**src/rtl/pipeline_stall_controller.sv**
```systemverilog
// Stall/flush sequencer for the 5-stage pipeline: merges load-use, branch-flush and
// multi-cycle data-memory hazards into per-stage controls, with memory timeout and perf counters.
module pipeline_stall_controller #(
  parameter int TIMEOUT = 64,
  parameter int CNT_W   = 16
) (
  input  logic             clk_i,
  input  logic             rst_i,
  input  logic             start_i,
  input  logic             load_use_i,
  input  logic             branch_taken_i,
  input  logic             mem_req_i,
  input  logic             mem_ack_i,
  output logic             pc_write_o,
  output logic             if_id_write_o,
  output logic             if_id_flush_o,
  output logic             id_ex_bubble_o,
  output logic             pipe_freeze_o,
  output logic             mem_enable_o,
  output logic             timeout_o,
  output logic [CNT_W-1:0] stall_cnt_o,
  output logic [CNT_W-1:0] flush_cnt_o
);

  localparam int WAIT_W = (TIMEOUT > 2) ? $clog2(TIMEOUT) : 1;
  localparam logic [WAIT_W-1:0] WAIT_LAST = WAIT_W'(TIMEOUT - 1);

  typedef enum logic [1:0] {
    S_IDLE     = 2'd0,
    S_RUN      = 2'd1,
    S_MEM_WAIT = 2'd2,
    S_HALT     = 2'd3
  } state_e;

  state_e            state_q, state_d;
  logic [WAIT_W-1:0] wait_q, wait_d;
  logic              timeout_q, timeout_d;
  logic [CNT_W-1:0]  stall_cnt_q, stall_cnt_d;
  logic [CNT_W-1:0]  flush_cnt_q, flush_cnt_d;

  logic              active;
  logic              freeze;
  logic              bubble;
  logic              flush;

  always_ff @(posedge clk_i or negedge rst_i) begin
    if (!rst_i) begin
      state_q     <= S_IDLE;
      wait_q      <= '0;
      timeout_q   <= 1'b0;
      stall_cnt_q <= '0;
      flush_cnt_q <= '0;
    end else begin
      state_q     <= state_d;
      wait_q      <= wait_d;
      timeout_q   <= timeout_d;
      stall_cnt_q <= stall_cnt_d;
      flush_cnt_q <= flush_cnt_d;
    end
  end

  always_comb begin
    state_d   = state_q;
    wait_d    = wait_q;
    timeout_d = timeout_q;
    unique case (state_q)
      S_IDLE: begin
        if (start_i) state_d = S_RUN;
      end
      S_RUN: begin
        if (mem_req_i && !mem_ack_i) begin
          state_d = S_MEM_WAIT;
          wait_d  = WAIT_W'(1);
        end
      end
      S_MEM_WAIT: begin
        // Ack wins over timeout when both land on the last allowed cycle.
        if (mem_ack_i) begin
          state_d = S_RUN;
          wait_d  = '0;
        end else if (wait_q == WAIT_LAST) begin
          state_d   = S_HALT;
          timeout_d = 1'b1;
        end else begin
          wait_d = wait_q + WAIT_W'(1);
        end
      end
      S_HALT: begin
        state_d = S_HALT;
      end
      default: state_d = S_IDLE;
    endcase
  end

  always_comb begin
    freeze = 1'b1;
    mem_enable_o = 1'b0;
    unique case (state_q)
      S_RUN: begin
        freeze       = mem_req_i && !mem_ack_i;
        mem_enable_o = mem_req_i;
      end
      S_MEM_WAIT: begin
        freeze       = !mem_ack_i;
        mem_enable_o = 1'b1;
      end
      default: begin
        freeze       = 1'b1;
        mem_enable_o = 1'b0;
      end
    endcase

    // Hazard arbitration applies only when the pipeline actually advances this edge.
    active = ((state_q == S_RUN) || (state_q == S_MEM_WAIT)) && !freeze;
    bubble = active && load_use_i;
    flush  = active && !load_use_i && branch_taken_i;

    pc_write_o     = active && !load_use_i;
    if_id_write_o  = active && !load_use_i;
    if_id_flush_o  = flush;
    id_ex_bubble_o = bubble;
    pipe_freeze_o  = freeze;
    timeout_o      = timeout_q;
  end

  always_comb begin
    stall_cnt_d = stall_cnt_q;
    flush_cnt_d = flush_cnt_q;
    if ((state_q == S_RUN) || (state_q == S_MEM_WAIT)) begin
      if ((freeze || bubble) && (stall_cnt_q != {CNT_W{1'b1}}))
        stall_cnt_d = stall_cnt_q + CNT_W'(1);
      if (flush && (flush_cnt_q != {CNT_W{1'b1}}))
        flush_cnt_d = flush_cnt_q + CNT_W'(1);
    end
  end

  assign stall_cnt_o = stall_cnt_q;
  assign flush_cnt_o = flush_cnt_q;

endmodule
```
**config.mk**
```make
export PLATFORM = sky130hd
export DESIGN_NAME = pipeline_stall_controller
export DESIGN_NICKNAME = d
export VERILOG_FILES = /design/src/rtl/pipeline_stall_controller.sv
export SDC_FILE = /design/constraint.sdc
export NUM_CORES = 1
export LEC_CHECK = 0
export CORE_MARGIN = 2
export CORE_UTILIZATION = 54
export DETAILED_ROUTE_END_ITERATION = 16
export GPL_TIMING_DRIVEN = 0
export PLACE_DENSITY = 0.91
export SETUP_SLACK_MARGIN = 0.15
export SLEW_MARGIN = 10
export SYNTH_ARGS = -nofsm -noshare
export SYNTH_HDL_FRONTEND = slang
export SYNTH_SLANG_ARGS = --single-unit
```
**constraint.sdc**
```tcl
create_clock -name clk_i -period 3.4 [get_ports clk_i]
set_input_delay 0.68 -clock clk_i [delete_from_list [all_inputs] [get_ports clk_i]]
set_output_delay 0.68 -clock clk_i [all_outputs]
set_load 0.1 [all_outputs]
```
# After elaboration in Yosys (flattened, before gate mapping)

Index checks and enable logic that the tools add are counted.

Register bits after elaboration: 41
Bits of input ports: 7
Output and inout bits: 39
Word-level logic and storage cells: 49

$add $sub $neg: 3
Equality and inequality tests: 10
Multiplexer cells: 11
Bitwise logic cells: 1
Reductions and logical operators: 19

Operators by type and width:

| kind                                                            | count |
|---|---|
| 16-bit by 1-bit adder with 16-bit output, second input constant | 2 |
| 16-bit != test, second input constant                           | 2 |
| 6-bit 2-to-1 mux                                                | 3 |
| 6-bit one-hot mux with 2 select lines                           | 1 |
| 3-bit AND reduction                                             | 3 |
| 2-bit 2-to-1 mux                                                | 4 |
| 2-bit one-hot mux with 4 select lines                           | 1 |
| 1-bit logical AND                                               | 7 |
| 6-bit by 1-bit adder with 6-bit output, second input constant   | 1 |
| 6-bit == test, second input constant                            | 1 |
| 3-bit != test, second input constant                            | 2 |
| 2-bit == test, second input constant                            | 2 |
| 2-bit != test, second input constant                            | 2 |
| 1-bit one-hot mux with 2 select lines                           | 2 |
| 2-bit AND reduction                                             | 2 |
| 1-bit logical NOT                                               | 3 |
| 2-bit by 1-bit == test with 1-bit output, second input constant | 1 |
| 2-bit logical NOT                                               | 1 |
| 1-bit logical OR                                                | 2 |
| 2-bit nonzero test                                              | 1 |
| 1-bit inverter                                                  | 1 |

# Logic depth before layout (Yosys ltp)

Word-level depth: 9
Depth in mapped cells: 7
Mapped depth without buffers: 7

# Worst setup path before layout

Ideal clock, no wire load.

Path kind: reg2out
Start point: register state_q[1]
End point: output pc_write_o
Arrival time: 4,981 ps
Data required time: 2,720 ps
Path slack: -2,261 ps
Cell stages (with the launch flop): 7
Path buffers: 1
Path through: dfrtp_1 > inv_1 > ha_1 > a21oi_2 > o21ai_0 > nor2_1 > buf_4

Word-level cells in the longest chain between the ends: 5
Elaborated cells on any way between the ends: 7
Classes of those cells: eq/ne (2); mux (1); reduce/logical (4)

RTL lines:

| what                                                                      | RTL line | RTL |
|---|---|---|
| start: declaration                                                        | 35       | `state_e state_q, state_d;` |
| start signal: assignment                                                  | 54       | `state_q <= state_d;` |
| 2-bit == test or 2-bit by 1-bit == test with 1-bit output (tied branches) | 98       | `unique case (state_q)` |
| 1-bit one-hot mux with 2 select lines *                                   | 98       |  |
| via pipe_freeze_o                                                         | 18       | `output logic pipe_freeze_o,` |
| 1-bit logical NOT *                                                       | 114      | `active = ((state_q == S_RUN) \|\| (state_q == S_MEM_WAIT)) && !freeze;` |
| 1-bit logical AND *                                                       | 114      |  |
| 1-bit logical AND *                                                       | --       |  |
| end: declaration                                                          | 14       | `output logic pc_write_o,` |

Mark *: on every way through the listed nets, which the timed path passes. The rest lies on a longest branch.

# Worst setup path after layout

Start point: input mem_req_i
End point: output if_id_write_o

Word-level cells in the longest chain between the ends: 5

RTL lines:

| what                                  | RTL line | RTL |
|---|---|---|
| start: declaration                    | 12       | `input logic mem_req_i,` |
| 1-bit logical AND                     | 100      | `freeze = mem_req_i && !mem_ack_i;` |
| 1-bit one-hot mux with 2 select lines | 98       |  |
| 1-bit logical NOT                     | 114      |  |
| 1-bit logical AND                     | 114      |  |
| 1-bit logical AND                     | 119      | `if_id_write_o = active && !load_use_i;` |
| end: declaration                      | 15       | `output logic if_id_write_o,` |

Every way passes these cells.

==> results.md <==
* Status: finished clean
* Final setup TNS at 0 ns
* Total grt overflow at 0
* Ys flop type: dfrtp_1
* First drt pass iteration count at 4
* TritonCTS Buffers at 5
* Pre-CTS WS at -0.131 ns
* Largest net degree at the start of global routing at 27
* Data arrival, critical path at 2.48 ns
* Largest area contributor in the netlist: dfrtp_1
* Port buffer count at 45
* Dpl cells at 293
* ANT cells at 0
* Relative slew slack at 33.6%
* Vias after detailed routing at 1751
* Postcts setup bufs at 0
* NumNets Final at 266
* Sequential fraction of the synthesis area at 48.1%
* Layout cell share with drive strength beyond 1 at 12.3%
* Asr flop ratio synth at 100%
* Tmin final at 3.16 ns
* Worst min-delay path class: in -> async
* DR WL/cell at 14.8 um
* RSZ-0062 raised after global routing: no
* Initial antenna violation count at 0
* IO Count at 46
* Drt total wl at 4460 um
* Vias in the first global route at 1654
* Fmax at 0.317 GHz
* Share of Yosys cell area claimed by the top area cell type at 48.1%
* TritonCTS clock tree: yes
* Clk_lat worst skew at 0.29 ns
* Tcrit/Tclk final at 92.8%
* VDD IR-drop max at 1040 uV
* Antenna viol nets, final at 0
* Crit path from: mem_req_i
* Synth cell types at 41
* R2r startpoint: state_q[1]
* WS Path Type: in -> out
* Top cells by area, synth: dfrtp_1, xnor2_1, ha_1
* FF+latch count, synth at 41
* Clock Pin Slew Worst Setup and Hold Paths at 0.07 ns
* Maximum fanout along the worst path at 3
* Post-synth EDFFs at 0
* CP endpoint kind: output pin
* Synth Net Count at 213
* Reg2reg setup slack at 1.28 ns
* Least-Margin Pin Slew at 0.992 ns
* RePlAce Congestion at 0.822
* Starting Density at 57.4%
* Setup crit start kind: input port
* CTS sink cnt at 41
* Die area at 4470 um^2
* PwrDens at 892 nW/um^2
* Final Non-Filler Cells at 301
* Chip height at 66.8 um
* Clk_skew at 0.0104 ns
* Row cnt at 22
* CP Data Required Time at 2.72 ns
* Leak at 0.00117 uW
* Core Area at 3720 um^2
* Worst setup margin at 0.243 ns
* Slew Viols, Final at 0
* GR Util All Layers at 22.4%
* Post-DP HPWL at 3200 um
* P&R area growth vs syn at 29.8%
* DRT iter0 DRCs at 169
* Final Hold Fails at 0
* Residual DRC at 0
* Die width at 66.8 um
* First-pass GRT wire length at 7570 um
* Max-cap violations at 0
* Syn avg cell area at 10.7 um^2
* Synthesized instance count at 199
* Max Root-Sink Buffers at 2
* Total number of yosys warnings at 0
* DR vias/cell at 5.82
* Htree depth at 2
* Hold-fix buffer count after cts at 0
* Syn Std Cell Area at 2130 um^2
* Clock Tree Root: clkbuf_8
* Setup violators final at 0
## state kept, by name, summed over array words and instances (netlist names)
register     cells
flush_cnt_o     16
state_q          2
wait_q           6
timeout_o        1
stall_cnt_o     16
## area by class of cell
type / instances / area, um^2
Timing Repair Buffer: 46 / 450
Clock inverter: 1 / 30.0
Sequential cell: 41 / 1030
Tap cell: 48 / 60.1
Clock buffer: 7 / 86.3
Fill cell: 249 / 948
Buffer: 1 / 7.51
Multi-Input combinational cell: 151 / 1080
Inverter: 6 / 22.5
## repair_timing
action                                  in CTS  in global routing
endpoints found under the hold margin        0                  0
endpoints found under the setup margin       6                  2
gates cloned                                 0                  0
resized for setup                            6                  4
pin swaps                                    0                  0
## final timing paths
check                           cells past startpoint               to
min in group clk_i                                  1        timeout_o
worst max-delay path                                5    if_id_write_o
max in group asynchronous                           2  stall_cnt_o[12]
worst min register to register                      1        timeout_o
worst max register to register                      7  flush_cnt_o[11]
worst min-delay path                                1   flush_cnt_o[1]
## metal layers
metal	vias up	share of wire (%)	track usage (%)
met4	0	2.4	7.65
met2	63	50	37.0
li1	824	-	-
met5	-	0	0
met3	13	5.6	5.57
met1	851	42	28.7
## stage by stage
step / hold slack (ns) / power, uW / util, % / area, um^2
CTS: 0.294 / 2480 / 74.7 / 2780
floorplan: 0.384 / 1780 / - / 2140
detailed placement: 0.475 / 2110 / 71.8 / 2670
finish: 0.295 / 2470 / 74.5 / 2770
global route: 0.313 / 2580 / 74.5 / 2770
global placement: 0.462 / 2070 / 71.3 / 2650
## cell usage in the layout, fill, tap and decap left out, types with 2 or more instances in the layout
| cell | synthesis | final |
|---|---|---|
| nand4_1 | 9 | 9 |
| and4_1 | 3 | 3 |
| nand3_1 | 17 | 17 |
| inv_1 | 6 | 6 |
| clkbuf_8 | 0 | 6 |
| ha_1 | 7 | 7 |
| clkbuf_2 | 0 | 2 |
| nand2b_1 | 5 | 5 |
| nor2_2 | 0 | 2 |
| a31oi_1 | 2 | 2 |
| nor4_2 | 2 | 2 |
| dfrtp_1 | 41 | 41 |
| o21ai_0 | 7 | 6 |
| and3_1 | 7 | 7 |
| nor2b_1 | 3 | 3 |
| mux2_2 | 3 | 3 |
| nor2_1 | 12 | 10 |
| dlygate4sd2_1 | 0 | 4 |
| a21oi_2 | 2 | 2 |
| o31ai_1 | 2 | 2 |
| nand2_1 | 15 | 15 |
| nand3_2 | 2 | 2 |
| clkdlybuf4s50_1 | 0 | 38 |
| a21oi_1 | 6 | 6 |
| xor2_1 | 7 | 7 |
| xnor2_1 | 21 | 21 |
## cell usage after synthesis, types with 2 or more instances
cell	number
xor2_1	7
nand3_1	17
nand3_2	2
nor2b_1	3
nand2b_1	5
ha_1	7
and4_1	3
mux2_2	3
o31ai_1	2
nor2_1	12
inv_1	6
a21oi_1	6
a21oi_2	2
xnor2_1	21
and3_1	7
dfrtp_1	41
o21ai_0	7
nor4_2	2
nand4_1	9
nand2_1	15
a31oi_1	2
## critical path: stages
cell and delay (ns):
clkdlybuf4s50_1 0.48, a21oi_2 0.24, o21ai_2 0.10, nor2_2 0.11, dlygate4sd2_1 0.86
## power breakdown
group	internal [uW]	switching [uW]	leakage, uW
Clock	239	161	0.0000585
Combinational	324	1040	0.000569
Sequential	573	125	0.000546
Total	1140	1330	0.00117
## kinds of logic after synthesis
group | count (synthesis) | share of synthesized area, %
adders and majority gates | 7 | 4.11
and+or+nand+nor | 81 | 21.4
xor gates and xnor gates | 28 | 11.5
buffers and inverters | 7 | 1.41
muxes | 4 | 2.23
AOI/OAI and AO/OA | 31 | 11.2
DFF | 41 | 48.1
No activity file was read; power rests on OpenSTA's default activity.
